$ cat config.mk
export PLATFORM = sky130hd
export DESIGN_NAME = alu_a_b_seq_n_bits
export DESIGN_NICKNAME = d
export VERILOG_FILES = /design/src/rtl/alu_seq_pkg.sv /design/src/rtl/alu_a_b_seq_n_bits_key_pulse.sv /design/src/rtl/alu_a_b_seq_n_bits.sv
export SDC_FILE = /design/constraint.sdc
export NUM_CORES = 1
export LEC_CHECK = 0
export ABC_AREA = 1
export ABC_CLOCK_PERIOD_IN_PS = 5400
export CAP_MARGIN = 25
export CELL_PAD_IN_SITES_DETAIL_PLACEMENT = 1
export CELL_PAD_IN_SITES_GLOBAL_PLACEMENT = 1
export CORE_AREA = 5 5 91 68
export CTS_CLUSTER_SIZE = 24
export DETAILED_ROUTE_END_ITERATION = 8
export DIE_AREA = 0 0 96 73
export PLACE_DENSITY = 0.9
export SETUP_SLACK_MARGIN = 0.15
export SLEW_MARGIN = 20
export SYNTH_ARGS = -nofsm -noshare
export SYNTH_HDL_FRONTEND = slang
export SYNTH_SLANG_ARGS = --single-unit
export TNS_END_PERCENT = 20
$ cat constraint.sdc
create_clock -name clk -period 5.4 [get_ports clk]
set_input_delay 0.81 -clock clk [delete_from_list [all_inputs] [get_ports clk]]
set_output_delay 0.81 -clock clk [all_outputs]
set_load 0.02 [all_outputs]
$ cat src/rtl/alu_seq_pkg.sv
// Shared mode and FSM state encodings for the sequential A/B ALU.
// Latency: none (definitions only); backpressure: not applicable.
package alu_seq_pkg;

  typedef enum logic [1:0] {
    MODE_ADD  = 2'd0,
    MODE_SUB  = 2'd1,
    MODE_RSUB = 2'd2,
    MODE_ACC  = 2'd3
  } mode_t;

  typedef enum logic [1:0] {
    ST_GET_A = 2'd0,
    ST_GET_B = 2'd1,
    ST_READY = 2'd2,
    ST_DONE  = 2'd3
  } state_t;

endpackage

$ cat src/rtl/alu_a_b_seq_n_bits_key_pulse.sv
// Raw active-low key -> 2-FF synchroniser -> one-cycle pulse on press only.
// Latency: pulse is high during the 2nd clk after the key falls; no backpressure.
module key_pulse (
  input  logic clk,
  input  logic rst_n,
  input  logic i_key_n,
  output logic o_pulse
);

  logic r_sync1;
  logic r_sync2;
  logic r_prev;

  // All flops reset to 1 so a released key never looks like a press.
  always_ff @(posedge clk or negedge rst_n) begin
    if (!rst_n) begin
      r_sync1 <= 1'b1;
      r_sync2 <= 1'b1;
      r_prev  <= 1'b1;
    end else begin
      r_sync1 <= i_key_n;
      r_sync2 <= r_sync1;
      r_prev  <= r_sync2;
    end
  end

  assign o_pulse = r_prev & ~r_sync2;

endmodule

$ cat src/rtl/alu_a_b_seq_n_bits.sv
// Sequential A/B ALU: load key captures A then B, exec key computes and holds result.
// Latency: result registered 1 clk after the exec pulse; keys are never backpressured.
module alu_a_b_seq_n_bits
  import alu_seq_pkg::*;
#(
  parameter int WIDTH = 8
) (
  input  logic             clk,
  input  logic             rst_n,
  input  logic [WIDTH-1:0] data_in,
  input  logic             load_n,
  input  logic             exec_n,
  input  logic [1:0]       mode,
  output logic [WIDTH-1:0] op_a,
  output logic [WIDTH-1:0] op_b,
  output logic [WIDTH-1:0] result,
  output logic             carry,
  output logic             overflow,
  output logic             valid,
  output logic [1:0]       state
);

  logic             w_load_pls;
  logic             w_exec_pls;
  mode_t            w_mode;
  logic [WIDTH-1:0] w_add_a;
  logic [WIDTH-1:0] w_add_b;
  logic             w_cin;
  logic [WIDTH:0]   w_sum;
  logic             w_ovf;
  logic             w_do_exec;

  logic [WIDTH-1:0] r_op_a;
  logic [WIDTH-1:0] r_op_b;
  logic [WIDTH-1:0] r_result;
  logic             r_carry;
  logic             r_overflow;
  logic             r_valid;
  state_t           r_state;

  key_pulse u_load_key (
    .clk     (clk),
    .rst_n   (rst_n),
    .i_key_n (load_n),
    .o_pulse (w_load_pls)
  );

  key_pulse u_exec_key (
    .clk     (clk),
    .rst_n   (rst_n),
    .i_key_n (exec_n),
    .o_pulse (w_exec_pls)
  );

  assign w_mode = mode_t'(mode);

  // Subtract modes invert one adder input and inject a carry, so carry=1 means no borrow.
  always_comb begin
    w_add_a = r_op_a;
    w_add_b = r_op_b;
    w_cin   = 1'b0;
    case (w_mode)
      MODE_SUB: begin
        w_add_b = ~r_op_b;
        w_cin   = 1'b1;
      end
      MODE_RSUB: begin
        w_add_a = ~r_op_a;
        w_cin   = 1'b1;
      end
      default: begin
        w_add_a = r_op_a;
        w_add_b = r_op_b;
      end
    endcase
  end

  assign w_sum = {1'b0, w_add_a} + {1'b0, w_add_b} + {{WIDTH{1'b0}}, w_cin};
  assign w_ovf = (w_add_a[WIDTH-1] == w_add_b[WIDTH-1]) &&
                 (w_sum[WIDTH-1] != w_add_a[WIDTH-1]);

  // A simultaneous load pulse always suppresses exec.
  assign w_do_exec = w_exec_pls && !w_load_pls &&
                     ((r_state == ST_READY) || (r_state == ST_DONE));

  always_ff @(posedge clk or negedge rst_n) begin
    if (!rst_n) begin
      r_op_a     <= '0;
      r_op_b     <= '0;
      r_result   <= '0;
      r_carry    <= 1'b0;
      r_overflow <= 1'b0;
      r_valid    <= 1'b0;
      r_state    <= ST_GET_A;
    end else if (w_load_pls) begin
      case (r_state)
        ST_GET_A: begin
          r_op_a  <= data_in;
          r_state <= ST_GET_B;
        end
        ST_GET_B: begin
          r_op_b  <= data_in;
          r_state <= ST_READY;
        end
        ST_DONE: begin
          r_op_a  <= data_in;
          r_valid <= 1'b0;
          r_state <= ST_GET_B;
        end
        default: r_state <= r_state;
      endcase
    end else if (w_do_exec) begin
      r_result   <= w_sum[WIDTH-1:0];
      r_carry    <= w_sum[WIDTH];
      r_overflow <= w_ovf;
      r_valid    <= 1'b1;
      r_state    <= ST_DONE;
      if (w_mode == MODE_ACC) begin
        r_op_a <= w_sum[WIDTH-1:0];
      end
    end
  end

  assign op_a     = r_op_a;
  assign op_b     = r_op_b;
  assign result   = r_result;
  assign carry    = r_carry;
  assign overflow = r_overflow;
  assign valid    = r_valid;
  assign state    = r_state;

endmodule

==> results of run 1 <==
==> worst paths after layout <==
kind,from,to,cells past startpoint
max,mode[0],op_a[4],13
min,u_exec_key.r_sync1,u_exec_key.r_sync2,0
max reg2reg,op_a[0],op_a[4],10
min reg2reg,u_exec_key.r_sync1,u_exec_key.r_sync2,0
max in group asynchronous,rst_n,u_exec_key.r_sync2,2
min in group asynchronous,rst_n,op_a[3],2
==> metal layers <==
layer | vias to the layer above | GRT usage (%) | part of all wire [%]
met4 | 0 | 6.94 | 1.1
met2 | 38 | 27.9 | 47
li1 | 841 | - | -
met1 | 865 | 23.8 | 49
met3 | 5 | 3.40 | 3.0
met5 | - | 0 | 0
==> cell usage after synthesis (2+ instances only) <==
cell	number	area, sq um
nor2_1	9	33.8
inv_1	25	93.8
a31oi_1	3	18.8
nand2_4	3	33.8
nand4_1	2	12.5
a21oi_1	4	20.0
o21ai_0	10	50.1
buf_2	3	15.0
ha_1	13	163
mux2_2	2	22.5
inv_2	2	7.51
nand2_2	3	18.8
nand2_1	64	240
xor2_1	15	131
nand3_1	19	95.1
o21ai_1	2	10.0
o21a_1	2	15.0
dfstp_2	6	158
a22oi_1	3	22.5
fa_1	2	40.0
mux2_4	2	30.0
xnor2_1	3	26.3
dfrtp_1	29	726
==> worst reg2reg max path, stage by stage (launching register included) <==
cell and delay, ns:
dfrtp_1 0.42, xnor2_1 0.16, fa_1 0.44, inv_1 0.11
fa_1 0.24, nand3_1 0.09, nand3_1 0.11, xor2_1 0.23
nand2_1 0.08, nand3_1 0.07, nand2_1 0.05
==> final cells by class <==
| type | count | area, sq um | area share, % |
|---|---|---|---|
| clock buffer | 6 | 82.6 | 3.09 |
| inverter | 28 | 110 | 4.11 |
| tap | 75 | 93.8 | 3.51 |
| clock inverter | 2 | 35.0 | 1.31 |
| timing repair buffer | 43 | 428 | 16.0 |
| multi-input combinational | 167 | 1040 | 39.0 |
| sequential | 35 | 883 | 33.0 |
==> sequential cells by signal (all words and copies together) (netlist names) <==
register,count
op_b,8
carry,1
u_load_key.r_sync1,1
u_load_key.r_prev,1
u_exec_key.r_sync1,1
state,2
u_exec_key.r_sync2,1
op_a,8
u_load_key.r_sync2,1
valid,1
result,8
u_exec_key.r_prev,1
overflow,1
==> through the flow <==
stage                     utilization [%]  power (mW)  worst slack, ns
after global routing                 50.0        2.13             1.98
after global placement               47.8        1.65             2.03
after floorplan                         -        1.25             2.74
final                                50.0        1.98             2.20
after detailed placement             47.8        1.72             1.92
after CTS                            50.0        1.98             2.22
==> cells by family (layout without fill, tap and decap cells) <==
family	after synthesis	after routing	share of synthesized area (%)
buffers and inverters	33	79	6.95
muxes	4	4	2.54
DFF	35	35	42.7
and+or+nand+nor	105	105	23.4
AOI/OAI and AO/OA	25	25	7.01
xor gates and xnor gates	18	18	7.61
adders and majority gates	15	15	9.79
==> where the power goes <==
group	switching (mW)	total, mW	internal (mW)
registers	0.105	0.481	0.376
clock network	0.0989	0.248	0.149
logic	0.743	1.25	0.507
total	0.946	1.98	1.03
==> layout by cell type (no fill, tap or decap), types with 6 or more instances in the layout <==
cell and instances:
inv_1 25, nand2_1 64, xor2_1 15, clkdlybuf4s50_1 42, nor2_1 9, o21ai_0 10, ha_1 13, clkbuf_8 6
dfstp_2 6, nand3_1 19, dfrtp_1 29
==> results.txt, run 1 <==
First-pass GRT wire length = 9.27 mm
Crit end category = flip-flop
Sink Count = 35
Placed insts = 348
Crit path max fanout = 8
Slowest stage delay, CP = 0.53 ns
DRC = 0
Initial antenna violation count = 0
DP Wirelength = 4.40 mm
Clock transition at path regs = 0.08 ns
Clock Tree Root = clkbuf_8
Ys Warns = 0
Synth Register Bits = 35
Pwr/cell area = 739 nW/um^2
Final setup viols = 0
GPL Wtd Cong = 0.803
Clk_skew = 0.00657 ns
Share of cells above drive strength 1 = 11.4%
DIE WIDTH = 96 um
Layout area overhead = 29.2%
R2R Setup Slk = 3.30 ns
LEAKAGE = 1.34 nW
Final Cycle Share = 59.2%
Maximum vdd drop = 0.268 mV
Vias/cell = 4.91
Setup TNS = 0 ns
Count of final max-slew check failures = 0
All-layer global routing usage = 17.7%
Area post-placement = 2560 sq um
DR vias = 1749
Post-route minimum period = 3.20 ns
Min Hold Slack = 0.358 ns
Row count = 23
Setup Fix Bufs, Post-CTS = 0
Layout fillers = 654
Final hold violations = 0
Worst Path Required = 5.59 ns
Post-layout net count = 309
DRT iter0 DRCs = 57
Top Ports = 43
GRT Residual Overflow = 0
Hold crit path type = flip-flop to flip-flop
Routed wire length = 5.63 mm
CP Buf/Inv Count = 3
Initial Util = 38.7%
Post-synth EDFFs = 0
Mapped Avg Cell Area = 8.81 sq um
Final Non-Filler Cells = 356
Peak Freq = 313 MHz
CP arrival = 3.38 ns
CTS tree = done
CP delay by family, top = adder cells
DR WL/cell = 15.8 um
Post-CTS Resized = 0
Synthesized area = 2070 sq um
RSZ-0062 raised after global routing = false
Antenna-violating nets left = 0
Status = finished, final reports clean
Core area = 5350 sq um
Skew-Pair Late Insertion Delay = 0.29 ns
Slew @ Worst Pin = 0.452 ns
CP max-delay cell = clkdlybuf4s50_1
Max_slew headroom = 69.9%
Number of global-route vias before repair = 1834
Critical path class = input port to flip-flop
Ys async rst share = 100%
Worst path cell trace = clkdlybuf4s50_1 > inv_1 > ha_1 > xnor2_1 > fa_1 > inv_1 > fa_1 > nand3_1 > nand3_1 > xor2_1 > nand2_1 > nand3_1 > nand2_1
Main synth FF type = dfrtp_1
DIE AREA = 7010 sq um
Die height = 73 um
Synth Net Count = 264
# diodes = 0
CTS Hold Bufs = 0
Max Cap Violations = 0
Largest net degree at the start of global routing = 36
TritonCTS buffer count = 5
IO Port Bufs = 42
Post-synthesis sequential area ratio = 42.7%
H-tree levels = 2
Finished Cell Area = 2680 sq um
Drt pass-1 iters = 4
Most used cell, CP = nand3_1
Cells after synthesis = 235
Critical Path Start Type = input port
Netlist cell types = 32
Clock Tree Buf Depth = 2
Power figures use the tool's default switching activity.
==> inputs of run 2 (changes only) <==
- ABC_CLOCK_PERIOD_IN_PS: 5400 -> 3070
- CORE_AREA: 5 5 91 68 -> 5 5 95 70
- DIE_AREA: 0 0 96 73 -> 0 0 100 75
- PLACE_DENSITY: 0.9 -> 0.85
- clock period: 5.4 -> 3.07 ns (I/O delays scaled with it)
==> run 2 against run 1 <==
- non-clock buffer count is 2 higher
- critical path depth unchanged
- combinational power is 77% higher
- register-to-register slack worse by 2.4 ns
- hold slack better by 0.00083 ns
- clock power up 71%
- flip-flop and latch count unchanged
- sequential share of layout area is 0.28 points lower
- wire length down 1.1%
- die area up 7.0%
- critical path type unchanged
==> results.txt, run 2 (synthesis gave the netlist of run 1 again) <==
DR vias = 1756
IO Port Bufs = 42
Maximum vdd drop = 0.598 mV
DRT iter0 DRCs = 124
Antenna-violating nets left = 0
Skew-Pair Late Insertion Delay = 0.28 ns
GRT Residual Overflow = 0
Share of cells above drive strength 1 = 12.4%
M1 GR Usage = 21.5%
Layout area overhead = 30.3%
CTS Hold Bufs = 0
Setup TNS = 0 ns
Initial antenna violation count = 0
Sink Count = 35
Status = finished, final reports clean
DRC = 0
DR WL/cell = 15.6 um
Most used cell, CP = nand3_1
Worst r2r src = op_b[0]
Final core utilization = 48.1%
CTS tree = done
Final Cycle Share = 89.9%
RSZ-0062 raised after global routing = false
Crit end category = flip-flop
Clk_skew = 0.00658 ns
Worst Reg-to-Reg Cells = 10
DIE AREA = 7500 sq um
GRT met2 Usage = 28.6%
Routed wire length = 5.57 mm
Post-layout net count = 311
Multi-input gate area = 1050 sq um
All-layer global routing usage = 16.4%
Clock Tree Buf Depth = 2
DP Wirelength = 4.34 mm
Clock transition at path regs = 0.07 ns
Register Area = 883 sq um
DIE WIDTH = 100 um
GPL Wtd Cong = 0.869
Critical path class = input port to flip-flop
Row count = 23
Die height = 75 um
Post-route minimum period = 2.76 ns
CP delay by family, top = adder cells
Largest net degree at the start of global routing = 36
Max Cap Violations = 0
Peak Freq = 362 MHz
Hold crit path type = flip-flop to flip-flop
H-tree levels = 2
Slowest stage delay, CP = 0.52 ns
CP max-delay cell = clkdlybuf4s50_1
# diodes = 0
R2r endpoint = op_a[4]
Met3 Usage GRT = 3.98%
Number of global-route vias before repair = 1929
CP Buf/Inv Count = 3
First-pass GRT wire length = 9.54 mm
LEAKAGE = 1.35 nW
Hold-critical path depth = 0
Drt pass-1 iters = 4
Count of final max-slew check failures = 0
Crit path max fanout = 3
TritonCTS buffer count = 5
CP arrival = 2.94 ns
Busiest layer in global routing = met2
Clock Tree Root = clkbuf_8
Slew @ Worst Pin = 0.441 ns
Worst path cell trace = clkdlybuf4s50_1 > inv_1 > ha_1 > xnor2_1 > fa_1 > inv_1 > fa_1 > nand3_1 > nand3_1 > xor2_2 > nand2_1 > nand3_1 > nand2_1
Vias/cell = 4.91
Most frequent cells in the layout = 64 x nand2_1, 42 x clkdlybuf4s50_1, 29 x dfrtp_1
Worst Path Required = 3.25 ns
Final hold violations = 0
Final setup viols = 0
Pwr/cell area = 1290 nW/um^2
Most common cell after layout, fill and taps aside = nand2_1
Top Ports = 43
Max_slew headroom = 70.6%
Initial Util = 36.9%
Worst Hold End = u_load_key.r_sync2
Layout fillers = 665
R2R Setup Slk = 0.87 ns
Core area = 5610 sq um
Critical Path Start Type = input port
Hold Startpoint = u_load_key.r_sync1
run 2: cell count changes in the layout (fill, tap and decap cells not counted):
cell and delta:
buf_4 +2, xor2_1 -1, xor2_2 +1
run 2: metal layers:
metal | share of wire (%) | up-vias
li1 | - | 849
met1 | 49 | 853
met2 | 46 | 45
met3 | 4.5 | 9
met4 | 0.88 | 0
met5 | 0 | -
run 2: final cells by class:
| type | instances | share of cell area, % |
|---|---|---|
| clock buffers | 6 | 3.06 |
| clock inverters | 2 | 1.30 |
| inverters | 28 | 4.08 |
| multi-input cells | 167 | 38.9 |
| flip-flops and latches | 35 | 32.7 |
| well taps | 75 | 3.48 |
| repair buffers | 45 | 16.4 |
run 2: how the worst max path moves through the flow:
stage                    to  depth (start not counted)  startpoint
detailed placement  op_a[4]                         13     mode[1]
finish              op_a[4]                         13     mode[1]
global route        op_a[4]                         13     mode[0]
floorplan           op_a[4]                         13     mode[0]
CTS                 op_a[4]                         13     mode[1]
global placement    op_a[4]                         13     mode[0]
run 2: timing repair:
action / in CTS / in global routing
gates resized for setup: 0 / 1
setup buffers: 0 / 0
endpoints found under the setup margin: 0 / 1
run 2: where the power goes:
part | total, mW | leakage, nW | internal [mW] | switching [mW]
combinational | 2.21 | 0.882 | 0.896 | 1.32
clock | 0.424 | 0.0612 | 0.263 | 0.162
sequential | 0.839 | 0.407 | 0.661 | 0.178
run 2: stage by stage:
stage | hold WS [ns] | cells | worst slack [ns] | cell area, sq um | power, mW
after floorplan | 0.165 | 235 | 0.763 | 2070 | 2.20
after global placement | 0.346 | 350 | 0.118 | 2570 | 2.90
after detailed placement | 0.351 | 350 | 0.0244 | 2570 | 3.00
after CTS | 0.362 | 358 | 0.236 | 2690 | 3.48
after global routing | 0.365 | 358 | 0.172 | 2700 | 3.79
final | 0.359 | 358 | 0.309 | 2700 | 3.48
run 2: worst register-to-register path, delay by kind of cell (launching register included):
| kind | cells | cell delay, ns |
|---|---|---|
| buffers and inverters | 1 | 0.06 |
| and+or+nand+nor | 5 | 0.51 |
| adders and majority gates | 2 | 0.63 |
| DFF | 1 | 0.42 |
| xor gates and xnor gates | 2 | 0.47 |
==> inputs of run 3 (changes only) <==
- ABC_AREA: 1 -> default
- CORE_AREA: 5 5 95 70 -> 5 5 92 68
- DIE_AREA: 0 0 100 75 -> 0 0 97 73
- PLACE_DENSITY: 0.85 -> 0.84
==> run 3 against run 2 <==
- final cell count down 14%
- register-to-register slack worse by 0.20 ns
- sequential power down 1%
- combinational power down 4%
- die area down 5.6%
- synthesized area down 4.4%
- clock power down 13%
- largest cell class unchanged
==> results.txt, run 3 <==
Status = finished, final reports clean
Post-synthesis adder-cell area fraction = 10.2%
Slew @ Worst Pin = 0.651 ns
GPL Wtd Cong = 0.855
Max Cap Violations = 0
Initial antenna violation count = 0
Cell taking the most area after synthesis = dfrtp_1
Post-route minimum period = 2.67 ns
First-pass GRT wire length = 8.57 mm
Die height = 73 um
Core area = 5440 sq um
Skew-Pair Late Insertion Delay = 0.29 ns
TritonCTS buffer count = 5
Crit end category = flip-flop
Top Ports = 43
Multiplexer share of the synthesized area = 6.76%
Most common cell after layout, fill and taps aside = clkdlybuf4s50_1
Netlist cell types = 38
Max_slew headroom = 56.5%
CP endpoint = result[6]
Worst Reg-to-Reg Cells = 9
Antenna-violating nets left = 0
Ys Warns = 0
Pwr/cell area = 1260 nW/um^2
# diodes = 0
DRT iter0 DRCs = 56
CP arrival = 2.85 ns
Synth Net Count = 212
Post-synthesis sequential area ratio = 44.6%
Top post-synthesis cells by count = 29 x dfrtp_1, 25 x nand2_1, 17 x xor2_1
IO Port Bufs = 42
All-layer global routing usage = 15.5%
Final Cycle Share = 87.1%
Switching share of power = 44.2%
Critical Path Start Type = input port
Flop pwr share = 25.0%
GRT Residual Overflow = 0
Routed wire length = 5.13 mm
Min Hold Slack = 0.358 ns
Top cell type's share of synthesized area = 36.6%
Worst Path Required = 3.25 ns
Crit path max fanout = 3
DR vias = 1505
CTS tree = done
Area post-placement = 2480 sq um
Share of cells above drive strength 1 = 18.1%
Number of global-route vias before repair = 1698
CTS Hold Bufs = 0
Clock group share of total power = 11.1%
DRC = 0
DR WL/cell = 16.7 um
Layout fillers = 614
RSZ-0062 raised after global routing = false
Layout area overhead = 32.7%
Clock Tree Buf Depth = 2
Setup WS post-layout = 0.396 ns
Placed insts = 298
Met3 Usage GRT = 4.78%
Place WS = -0.290 ns
Final Non-Filler Cells = 307
CP max-delay cell = fa_2
Clock Tree Root = clkbuf_8
Synthesized area = 1980 sq um
Mapped Avg Cell Area = 10.8 sq um
DIE AREA = 7080 sq um
Synth Register Bits = 35
LEAKAGE = 1.18 nW
DIE WIDTH = 97 um
Simple-gate share of the synthesized area = 11.4%
Drt pass-1 iters = 4
Combinational share of power = 63.9%
R2R Setup Slk = 0.67 ns
Slowest stage delay, CP = 0.39 ns
Most frequent cells in the layout = 40 x clkdlybuf4s50_1, 29 x dfrtp_1, 25 x nand2_1
Count of final max-slew check failures = 0
Finished Cell Area = 2630 sq um
Main synth FF type = dfrtp_1
R2r endpoint = result[6]
Final setup viols = 0
Final core utilization = 48.3%
Maximum vdd drop = 0.576 mV
Area share of xor/xnor cells in the synthesized design = 9.29%
Row count = 23
Post-layout net count = 260
Area contributors post-synth = dfrtp_1 37%, ha_1 8.2%, dfstp_2 8.0%, xor2_1 7.5%, mux2_2 6.3%
Largest family of logic cells by synthesized area = compound AO/OA/AOI/OAI gates
Worst r2r src = op_a[0]
Hold crit path type = flip-flop to flip-flop
Initial Util = 36.4%
GRT met2 Usage = 25.9%
Cells after synthesis = 183
Final Total Pwr = 3.31 mW
Peak Freq = 374 MHz
Compound-cell area share of the yosys netlist = 13.9%
Final hold violations = 0
Busiest layer in global routing = met2
Int Pwr = 1.85 mW
Critical path class = input port to flip-flop
Ys async rst share = 100%
DP Wirelength = 3.83 mm
Sink Count = 35
Vias/cell = 4.90
Clk_skew = 0.00896 ns
Setup TNS = 0 ns
Worst path cell trace = dlygate4sd2_1 > inv_1 > ha_1 > xnor2_2 > fa_2 > inv_1 > fa_2 > a211oi_4 > o21bai_1 > a211oi_2 > nor2_1 > mux2_2
Clock transition at path regs = 0.07 ns
Largest net degree at the start of global routing = 36
Worst setup startpoint = mode[0]
P_sw = 1.46 mW
H-tree levels = 2
Most frequent cell after synthesis = dfrtp_1
Post-synth EDFFs = 0
M1 GR Usage = 19.0%
-- run 3: worst min path at each step --
| stage | depth (start not counted) | from | endpoint | slack (ns) |
|---|---|---|---|---|
| floorplan | 0 | rst_n | carry | 0.16 |
| global placement | 0 | u_load_key.r_sync1 | u_load_key.r_sync2 | 0.35 |
| detailed placement | 0 | u_load_key.r_sync1 | u_load_key.r_sync2 | 0.35 |
| CTS | 0 | u_load_key.r_sync1 | u_load_key.r_sync2 | 0.36 |
| global route | 0 | u_load_key.r_sync1 | u_load_key.r_sync2 | 0.36 |
| finish | 0 | u_load_key.r_sync1 | u_load_key.r_sync2 | 0.36 |
-- run 3: cell families (layout without fill, tap and decap cells) --
group	Yosys count	in the layout
mux	12	12
compound gates	39	39
fa+ha+maj	15	15
simple gates	48	48
flops	35	35
buf+inv	13	62
xor+xnor	21	21
-- run 3: worst max-delay path: cells and delay by family --
| family | cells | cell delay (ns) |
|---|---|---|
| AND/OR/NAND/NOR | 1 | 0.07 |
| buffers and inverters | 3 | 0.39 |
| AO/OA/AOI/OAI | 3 | 0.63 |
| XOR/XNOR | 1 | 0.18 |
| adder cells (fa/ha/maj) | 3 | 0.86 |
| multiplexers | 1 | 0.26 |
-- run 3: final cells by class --
class                      count  area, sq um  share of cell area [%]
inverter                       5         18.8                   0.714
timing repair buffer          49          474                    18.0
tap                           75         93.8                    3.57
sequential                    35          883                    33.6
multi-input combinational    135         1060                    40.2
clock buffer                   8          100                    3.81
-- run 3: what timing repair did --
item | CTS | global route
pin swaps | 4 | 4
gates cloned | 0 | 0
gates resized for setup | 5 | 5
endpoints found under the setup margin | 4 | 10
buffers inserted | 1 | 0
-- run 3: power groups by stage --
| stage | sequential [mW] | combinational (mW) | clock, mW |
|---|---|---|---|
| global route | 0.860 | 2.31 | 0.399 |
| floorplan | 1.04 | 1.06 | 0 |
| global placement | 0.826 | 1.96 | 0 |
| detailed placement | 0.837 | 2.02 | 0 |
| CTS | 0.834 | 2.11 | 0.379 |
| finish | 0.829 | 2.12 | 0.368 |
-- run 3: routing by layer --
| metal | wire, um | vias to the layer above |
|---|---|---|
| li1 | - | 720 |
| met4 | 82 | 0 |
| met5 | 0 | - |
| met1 | 2400 | 738 |
| met3 | 285 | 7 |
| met2 | 2360 | 40 |
==> variant 1: new RTL, settings of run 2 <==
`WIDTH`: 8 -> 12.
--- a/src/rtl/alu_a_b_seq_n_bits.sv
+++ b/src/rtl/alu_a_b_seq_n_bits.sv
@@ -3,7 +3,7 @@
 module alu_a_b_seq_n_bits
   import alu_seq_pkg::*;
 #(
-  parameter int WIDTH = 8
+  parameter int WIDTH = 12
 ) (
   input  logic             clk,
   input  logic             rst_n,
Ports: changed (resized data_in, op_a, op_b and result); port bits go from 43 to 59. The function was not compared with the original's and may differ.
==> variant 1 against run 2 <==
Synthesized cell count is 50% higher. Clock power is 11% lower. Critical path depth up 3. Wire length is 62% higher. Area after synthesis up 39%. Power is 44% higher. Largest cell class unchanged. Design area is 36% higher. Worst setup slack worse by 79 ps. Register-to-register slack got worse by 100 ps. Via count is 49% higher. Sequential cell count is 12 higher. Largest power group unchanged.
==> variant 1: results (changes against run 2) <==
[setup_path]
cp-endpoint = op_a[11]  ; was op_a[4]
critPathMaxFanout = 11  ; was 3
worst_ep_arrival_time_ps = 3040  ; was 2940 ps
cp_top_family = simple AND/OR/NAND/NOR gates  ; was adder cells
cp-startpoint = mode[0]  ; was mode[1]
reg2reg_slack_ps = 770  ; was 870 ps
rr_startpoint = u_load_key.r_prev  ; was op_b[0]
r2r_cells = 11  ; was 10

[cells_and_area]
finalNonFillerCells = 490  ; was 358
inv_count = 41  ; was 28
multi_input_area_share_pct = 41.0  ; was 38.9%
drive_gt1_share_pct = 10.1  ; was 12.4%
n_fill_cell = 684  ; was 665
final_util_pct = 65.2  ; was 48.1%
buf_share_pct = 17.3  ; was 16.4%
layout.nets = 451  ; was 311

[power]
comb_power_uw = 3460  ; was 2210 uW
ir_worst_vdd_mv = 0.676  ; was 0.598 mV
p_int_uw = 2440  ; was 1820 uW
p_per_area_mw_per_mm2 = 1370  ; was 1290 mW/mm^2
p_leak_uw = 0.00186  ; was 0.00135 uW

[detailed_routing]
num_vias = 2609  ; was 1756
met3_length_um = 555  ; was 249 um
dr_wl_met2_mm = 4.21  ; was 2.54 mm
drt_iter0_drc = 110  ; was 124

[global_routing]
use_met1_pct = 35.9  ; was 21.5%
use_met3_pct = 4.91  ; was 3.98%
grt.met2_usage_pct = 44.1  ; was 28.6%
grt_start_max_net_pins = 26  ; was 36
grt.total_usage_pct = 26.2  ; was 16.4%
grt_pass1_vias = 2859  ; was 1929
grt_pass1_wl_mm = 15.0  ; was 9.54 mm

[clock_tree]
clkLatencyLatePin_ps = 300  ; was 280 ps
clk_transition_reported_paths_ps = 90  ; was 70 ps

[run_status]
status = finished clean  ; unchanged

[synth]
yosys-top-cells-area = dfrtp_1 (36%), nand2_1 (15%), ha_1 (7.4%)  ; was dfrtp_1 (35%), nand2_1 (12%), ha_1 (7.9%)
synth-seq-area-share_pct = 41.2  ; was 42.7%
avgSynthCellArea_um2 = 8.16  ; was 8.81 um^2
synth_cell_types = 29  ; was 32
synth_common_cells = nand2_1 (113), dfrtp_1 (41), inv_1 (37)  ; was nand2_1 (64), dfrtp_1 (29), inv_1 (25)

[placement]
placedInstanceArea_mm2 = 0.00356  ; was 0.00257 mm^2
place_hpwl_mm = 6.68  ; was 4.34 mm
place_inst = 482  ; was 350
io_buffers = 58  ; was 42
gp_congestion = 0.949  ; was 0.869
dpl_worst_slack_ps = -8.45  ; was 24.4 ps

[timing]
worstMarginPinSlew_ps = 760  ; was 441 ps
min_period_ps = 2840  ; was 2760 ps
holdWs_ps = 160  ; was 359 ps

[min_path]
hold_path_class = in -> async  ; was reg -> reg

==> variant 1: cell count changes after synthesis, sizes merged, moves of 2 or more <==
| cell | run 2 | this run |
|---|---|---|
| a22oi | 3 | 0 |
| ha | 13 | 17 |
| o21a | 2 | 5 |
| a21oi | 4 | 9 |
| mux2 | 4 | 7 |
| nor2 | 10 | 22 |
| nand4 | 3 | 6 |
| nand3 | 20 | 24 |
| nand2 | 70 | 116 |
| o21ai | 13 | 17 |
| inv | 28 | 41 |
| xor2 | 15 | 24 |
| dfrtp | 29 | 41 |
| clkbuf | 0 | 2 |
==> variant 1: kinds of logic after synthesis <==
logic type | share of synthesized area, %
buf+inv | 7.06
flops | 41.2
mux | 2.75
fa+ha+maj | 8.80
xor+xnor | 8.54
simple gates | 25.0
compound gates | 6.67
==> variant 1: what timing repair did <==
item | CTS | global route
buffers inserted | 0 | 0
gates resized for setup | 0 | 3
hold endpoints to repair | 0 | 0
setup endpoints to repair | 0 | 12
==> variant 2: new RTL, settings of run 2 <==
Without the edit above. Put one more register stage on the output `op_b`, with the module's reset. The value now appears one clock later. The other outputs are not delayed to match.
--- a/src/rtl/alu_a_b_seq_n_bits.sv
+++ b/src/rtl/alu_a_b_seq_n_bits.sv
@@ -122,7 +122,13 @@
   end
 
   assign op_a     = r_op_a;
-  assign op_b     = r_op_b;
+  always_ff @(posedge clk or negedge rst_n) begin
+    if (!rst_n) begin
+      op_b <= '0;
+    end else begin
+      op_b <= r_op_b;
+    end
+  end
   assign result   = r_result;
   assign carry    = r_carry;
   assign overflow = r_overflow;
Function: changed (Yosys sat finds a counterexample within 10 cycles, from zero or initial values and one cycle with rst_n low).
==> variant 2 against run 2 <==
Design area increased by 7.1%. First-iteration DRC count is 52% lower. Sequential share of layout area up 4.7 points. Die area stayed put. Wire length grew 7.5%. Worst setup slack improved by 140 ps. Area after synthesis grew 11%. Global-route usage grew 0.77 points. Power is 2.3% higher. Sequential cell count grew 8. Non-clock buffer count unchanged. Critical path depth did not move. Hold slack got worse by 300 ps. Critical path type unchanged.
==> variant 2: results (changes against run 2) <==
[global_routing]
use_met3_pct = 3.80  ; was 3.98%
grt_start_max_net_pins = 44  ; was 36
grt.total_usage_pct = 17.2  ; was 16.4%
grt_pass1_vias = 1978  ; was 1929
antenna_found_initial = 0  ; unchanged
use_met1_pct = 22.1  ; was 21.5%
grt.met2_usage_pct = 30.2  ; was 28.6%

[timing]
holdWs_ps = 57.0  ; was 359 ps
fmax_ghz = 0.381  ; was 0.362 GHz
worstMarginPinSlew_ps = 556  ; was 441 ps
finClkSkew_ps = 4.80  ; was 6.58 ps

[placement]
gp_congestion = 0.890  ; was 0.869
placedInstanceArea_mm2 = 0.00277  ; was 0.00257 mm^2
place_hpwl_mm = 4.38  ; was 4.34 mm
dpl_worst_slack_ps = 118  ; was 24.4 ps
place_inst = 358  ; was 350

[synth]
synth_cell_types = 29  ; was 32
postSynthCellCount = 245  ; was 235
yosys-top-cells-area = dfrtp_1 (40%), nand2_1 (10%), ha_1 (7.1%)  ; was dfrtp_1 (35%), nand2_1 (12%), ha_1 (7.9%)
synth_mux_area_share_pct = 2.30  ; was 2.54%
synth_common_cells = nand2_1 (63), dfrtp_1 (37), inv_1 (27)  ; was nand2_1 (64), dfrtp_1 (29), inv_1 (25)
synth_xor_area_share_pct = 6.50  ; was 7.61%
synth.net_count = 274  ; was 264
synth_compound_area_share_pct = 6.45  ; was 7.01%
synth_fa_ha_area_share_pct = 8.85  ; was 9.79%

[power]
p_sw_uw = 1650  ; was 1660 uW
power_uw = 3550  ; was 3480 uW
seqPwrFrac_pct = 28.4  ; was 24.1%
p_leak_uw = 0.00144  ; was 0.00135 uW
ir_worst_vdd_mv = 0.576  ; was 0.598 mV
comb_power_uw = 2150  ; was 2210 uW

[run_status]
status = finished clean  ; unchanged

[detailed_routing]
drt_iter0_drc = 60  ; was 124
num_vias = 1793  ; was 1756
wl_mm = 5.98  ; was 5.57 mm

[clock_tree]
clkLatencyLatePin_ps = 300  ; was 280 ps
clk_transition_reported_paths_ps = 90  ; was 70 ps
cts_resized = 0  ; unchanged

[setup_path]
worst_ep_arrival_time_ps = 2870  ; was 2940 ps
reg2reg_slack_ps = 890  ; was 870 ps

[cells_and_area]
final_util_pct = 51.5  ; was 48.1%
layout.nets = 320  ; was 311

[min_path]
hold_path_class = in -> async  ; was reg -> reg

variant 2: layout make-up:
cell class | count | area (um^2)
repair buffers | 45 | 450
flip-flops and latches | 43 | 1080
well taps | 75 | 93.8
clock buffers | 6 | 82.6
multi-input cells | 168 | 1050
inverters | 28 | 110
fillers | 658 | 2720
clock inverters | 2 | 16.3
variant 2: worst paths after layout:
kind	start	endpoint	cells past startpoint
max in group asynchronous	rst_n	u_exec_key.r_sync2	2
min in group clk	u_load_key.r_sync1	u_load_key.r_sync2	0
worst max-delay path	mode[0]	op_a[4]	13
worst max register to register	u_load_key.r_sync2	result[6]	6
worst min-delay path	rst_n	result[0]	1
worst min register to register	u_load_key.r_sync1	u_load_key.r_sync2	0
variant 2: metal layers:
| layer | share of wire (%) | vias up | wire [um] |
|---|---|---|---|
| met3 | 4.3 | 7 | 256 |
| met2 | 48 | 40 | 2850 |
| met1 | 47 | 875 | 2820 |
| met4 | 0.92 | 0 | 55 |
| met5 | 0 | - | 0 |
| li1 | - | 871 | - |
